$ cat src/rtl/mips_trace_buffer.sv
// mips_trace_buffer: FWFT trace buffer recording qualifying retired MIPS instructions, with trigger, filter and wrap modes.
module mips_trace_buffer #(
  parameter int DATA_W = 32,
  parameter int DEPTH = 16,
  parameter int CNT_W = $clog2(DEPTH) + 1
) (
  input  logic              clk,
  input  logic              reset,
  input  logic [DATA_W-1:0] pc,
  input  logic [DATA_W-1:0] instr,
  input  logic [DATA_W-1:0] aluout,
  input  logic [DATA_W-1:0] writedata,
  input  logic              memwrite,
  input  logic              retire_valid,
  input  logic              arm,
  input  logic              stop,
  input  logic              cfg_wrap,
  input  logic              cfg_wr_only,
  input  logic              cfg_trig_en,
  input  logic [DATA_W-1:0] trig_pc,
  input  logic              rd_ready,
  output logic              rd_valid,
  output logic [DATA_W-1:0] rd_pc,
  output logic [DATA_W-1:0] rd_instr,
  output logic [DATA_W-1:0] rd_addr,
  output logic [DATA_W-1:0] rd_data,
  output logic              rd_memwrite,
  output logic [CNT_W-1:0]  count,
  output logic              overflow,
  output logic [1:0]        state
);
  localparam int AW = $clog2(DEPTH);
  typedef enum logic [1:0] {IDLE, ARMED, CAPTURE, FULL} state_t;
  state_t st;
  logic [DATA_W-1:0] m_pc [DEPTH];
  logic [DATA_W-1:0] m_instr [DEPTH];
  logic [DATA_W-1:0] m_addr [DEPTH];
  logic [DATA_W-1:0] m_data [DEPTH];
  logic [DEPTH-1:0] m_mw;
  logic [AW-1:0] wp, rp;
  logic qual, hit, full, pop, cap, push, ovr, drop, clr;
  always_comb begin
    qual = retire_valid & (~cfg_wr_only | memwrite);
    hit = retire_valid & (pc == trig_pc);
    full = count == CNT_W'(DEPTH);
    clr = arm & ~stop;
    pop = rd_valid & rd_ready & ~clr;
    cap = ~stop & ~arm & qual & (st == CAPTURE | (st == ARMED & hit));
    push = cap & (~full | pop | cfg_wrap);
    ovr = push & full & ~pop;
    drop = cap & full & ~pop & ~cfg_wrap;
  end
  assign rd_valid = count != '0;
  assign state = st;
  assign rd_pc = m_pc[rp];
  assign rd_instr = m_instr[rp];
  assign rd_addr = m_addr[rp];
  assign rd_data = m_data[rp];
  assign rd_memwrite = m_mw[rp];
  always_ff @(posedge clk or negedge reset) begin
    if (!reset) begin
      st <= IDLE;
      wp <= '0;
      rp <= '0;
      count <= '0;
      overflow <= 1'b0;
    end else if (clr) begin
      st <= cfg_trig_en ? ARMED : CAPTURE;
      wp <= '0;
      rp <= '0;
      count <= '0;
      overflow <= 1'b0;
    end else begin
      if (push) wp <= wp + AW'(1);
      // an overwrite in wrap mode retires the oldest entry exactly like a pop
      if (pop | ovr) rp <= rp + AW'(1);
      count <= count + CNT_W'(push & ~ovr) - CNT_W'(pop);
      if (ovr | drop | (st == FULL & qual & ~stop)) overflow <= 1'b1;
      st <= stop ? IDLE :
            (st == ARMED & hit) ? CAPTURE :
            drop ? FULL :
            (st == FULL & pop) ? CAPTURE : st;
    end
  end
  always_ff @(posedge clk) begin
    if (push) begin
      m_pc[wp] <= pc;
      m_instr[wp] <= instr;
      m_addr[wp] <= aluout;
      m_data[wp] <= writedata;
      m_mw[wp] <= memwrite;
    end
  end
endmodule

$ cat config.mk
export PLATFORM = sky130hd
export DESIGN_NAME = mips_trace_buffer
export DESIGN_NICKNAME = d
export VERILOG_FILES = /design/src/rtl/mips_trace_buffer.sv
export SDC_FILE = /design/constraint.sdc
export NUM_CORES = 2
export LEC_CHECK = 0
export BUFFER_PORTS_ARGS = -buffer_cell sky130_fd_sc_hd__buf_2
export CORE_AREA = 4 4 384 386
export CTS_CLUSTER_DIAMETER = 100
export DETAILED_ROUTE_END_ITERATION = 12
export DIE_AREA = 0 0 388 390
export PLACE_DENSITY = 0.72
export SYNTH_ARGS = -nofsm -noshare
export SYNTH_HDL_FRONTEND = slang
export SYNTH_SLANG_ARGS = --single-unit
$ cat constraint.sdc
create_clock -name clk -period 44.5 [get_ports clk]
set_input_delay 4.45 -clock clk [delete_from_list [all_inputs] [get_ports clk]]
set_output_delay 4.45 -clock clk [all_outputs]
set_load 0.1 [all_outputs]
==> flow_metrics.env <==
export IMPL_status="finished, final reports clean"
export IMPL_clk_pin_slew_ps=60
export IMPL_drv_cap=0
export IMPL_synth_edff_count=2064
export IMPL_worst_setup_path_type="reg2out"
export IMPL_fill_cells=9482
export IMPL_die_y_um=390
export IMPL_fin_crit_ps=10320
export IMPL_final_common_cell="edfxtp_1"
export IMPL_crit_slowest_cell="dfrtp_4"
export IMPL_worst_setup_path_end_kind="primary output"
export IMPL_cts_root_buf="clkbuf_16"
export IMPL_p_leak_nw=27.6
export IMPL_netlist_area_sq_mm=0.0789
export IMPL_avgRoutedWirePerCell_um=31.6
export IMPL_syn_nets=3223
export IMPL_gp_congestion=0.786
export IMPL_grt_overflow=0
export IMPL_worst_slew_pin_slew_ps=1200
export IMPL_drtAntennaViolNets=0
export IMPL_crit_family="buffers and inverters"
export IMPL_drt_iter0_markers=4241
export IMPL_grt_pass1_wl_um=256000
export IMPL_drive_above_1_share=0.360
export IMPL_final_util=0.621
export IMPL_yosys_most_used_dff="edfxtp_1"
export IMPL_start_util=0.550
export IMPL_power_density_mw_per_mm2=62.5
export IMPL_setup_tns_ps=0
export IMPL_hold_viol_final=0
export IMPL_final_cell_mix="2064 x edfxtp_1, 645 x mux4_2, 307 x buf_2"
export IMPL_crit_chain="buf_4 > buf_4 > buf_4 > mux4_2 > mux4_2 > buf_2"
export IMPL_syn_to_final_growth_pct=13.0
export IMPL_use_met2=0.362
export IMPL_final_area_sq_mm=0.0891
export IMPL_ir_drop_v=0.000109
export IMPL_fp_dieW_um=388
export IMPL_synth_top_cell_area_share=0.786
export IMPL_synth_largest_area_cell="edfxtp_1"
export IMPL_path_buf_inv=4
export IMPL_syn_inst=3042
export IMPL_cp_max_fo=69
export IMPL_finClkSkew_ps=37.8
export IMPL_ys_ff_latch=2080
export IMPL_cts_sinks=2080
export IMPL_fin_crit_sh=0.232
export IMPL_crit_top_cell="buf_4"
export IMPL_cp_required_ps=40050
export IMPL_cp_start_kind="flop"
export IMPL_post_cts_resized=0
export IMPL_synth_async_sr_flop_share=0.00769
export IMPL_synth_distinct_cells=49
export IMPL_busiest_layer="met2"
export IMPL_cts_tree="built"
export IMPL_slowest_delay_ps=1170
export IMPL_floorplan_die_area_sq_mm=0.151
export IMPL_fin_nets=3655
export IMPL_grt_pass1_vias=36500
export IMPL_yosys_warnings=0
export IMPL_rsz0062_at_grt="false"
export IMPL_place_area_sq_mm=0.0828
export IMPL_hold_class="reg2reg"
export IMPL_dp_cells=5174
export IMPL_dp_hpwl_um=88400
export IMPL_clock_latency_ps=820
export IMPL_slew_violations=0
export IMPL_rows=139
export IMPL_viasPerCell=6.35
export IMPL_grt_total_usage=0.235
export IMPL_fmax_ghz=0.0969
export IMPL_dr_pass1_iters=6
export IMPL_use_met1=0.346
export IMPL_stdcell_count=5554
export IMPL_ys_top_cells_by_area="edfxtp_1 79%, mux4_2 18%, dfrtp_1 0.51%"
export IMPL_post_cts_buffers=0
export IMPL_cts_buffer_depth=3
export IMPL_cts_hold_buffers_added=0
export IMPL_wl_um=175000
export IMPL_grt_max_degree=108
export IMPL_drc=0
export IMPL_core_area_sq_mm=0.143
export IMPL_portBuffers=307
export IMPL_finalSetupViolCount=0
export IMPL_cts_buffers=201
export IMPL_io_pins=308
export IMPL_vias=35300
export IMPL_slew_headroom=0.199
export IMPL_cts_max_level=4
export IMPL_use_met3=0.0597
export IMPL_syn_avg_cell_area_sq_um=25.9
export IMPL_antenna_found_initial=32
export IMPL_synth_seq_area_share=0.791
export IMPL_arrival_ps=5870
==> path summary, 6_finish.rpt <==
path                                 startpoint                       to  slack [ps]  cells after the start
setup / recovery              rp[1]$_DFFE_PN0P_             rd_instr[24]       34180                      6
max in group asynchronous                 reset        rp[0]$_DFFE_PN0P_       40650                      1
hold reg to reg            overflow$_DFFE_PN0P_     overflow$_DFFE_PN0P_         590                      2
hold / removal             overflow$_DFFE_PN0P_     overflow$_DFFE_PN0P_         590                      2
setup reg to reg           state[1]$_DFFE_PN0P_  m_addr[7][12]$_DFFE_PP_       38850                      9
min in group asynchronous                 reset        wp[1]$_DFFE_PN0P_        3540                      1
==> logic make-up after synthesis <==
logic type	count (synthesis)	synth area share
mux	652	0.185
buf+inv	158	0.00866
fa+ha+maj	11	0.00184
compound gates	22	0.00213
xor+xnor	35	0.00389
simple gates	84	0.00730
flops	2080	0.791
==> power breakdown <==
part / switching [W] / internal [W] / leakage (nW)
registers: 0.0000377 / 0.00216 / 18.7
clock network: 0.000703 / 0.000904 / 3.02
logic: 0.00118 / 0.000589 / 5.83
==> stage by stage <==
| step | setup slack, ps | power, W | hold slack [ps] |
|---|---|---|---|
| finish | 34180 | 0.00557 | 592 |
| CTS | 33890 | 0.00563 | 597 |
| global route | 33600 | 0.00577 | 613 |
| detailed placement | 33990 | 0.00402 | 565 |
| floorplan | 24620 | 0.00369 | 571 |
| global placement | 34000 | 0.00402 | 573 |
==> routing by layer <==
metal | share of wire | up-vias
li1 | - | 14300
met1 | 0.40 | 19100
met2 | 0.48 | 1632
met3 | 0.096 | 274
met4 | 0.021 | 18
met5 | 0.00062 | -
==> registers in the layout, indices dropped and copies added, names as in the netlist <==
register and flops:
m_addr 512, m_data 512, m_instr 512, m_pc 512, m_mw 16, count 5, rp 4, wp 4
state 2, overflow 1
==> cell usage after synthesis, drive strengths merged (2+ instances only) <==
| cell | number |
|---|---|
| nand2 | 20 |
| nor3b | 2 |
| or4 | 3 |
| nor3 | 9 |
| mux4 | 645 |
| inv | 8 |
| nor4 | 2 |
| buf | 75 |
| dfrtp | 16 |
| nand2b | 2 |
| ha | 10 |
| clkbuf | 75 |
| and3b | 2 |
| xor2 | 12 |
| edfxtp | 2064 |
| mux2i | 6 |
| xnor2 | 23 |
| nor2 | 6 |
| nor2b | 3 |
| nand4 | 10 |
| a21oi | 9 |
| and2 | 2 |
| o21ai | 5 |
| nand3 | 7 |
| nor4b | 9 |
| o211ai | 2 |
==> worst reg2reg max path, cell delays in order (launching register included) <==
cell     delay, ps
dfrtp_1        450
and3b_1        280
nand2_1         60
or4_4          590
o31ai_4        350
nand2_4        290
nor3_4         780
buf_4          590
buf_4          830
buf_4          970
==> layout make-up <==
class	instances	area [sq um]	area share
Sequential cell	2080	62400	0.700
Multi-Input combinational cell	804	15900	0.178
Clock buffer	260	5340	0.0599
Tap cell	1903	2380	0.0267
Timing Repair Buffer	379	2150	0.0242
Clock inverter	109	882	0.00990
Inverter	8	30.0	0.000337
Antenna cell	11	27.5	0.000309
Power figures use the tool's default switching activity.
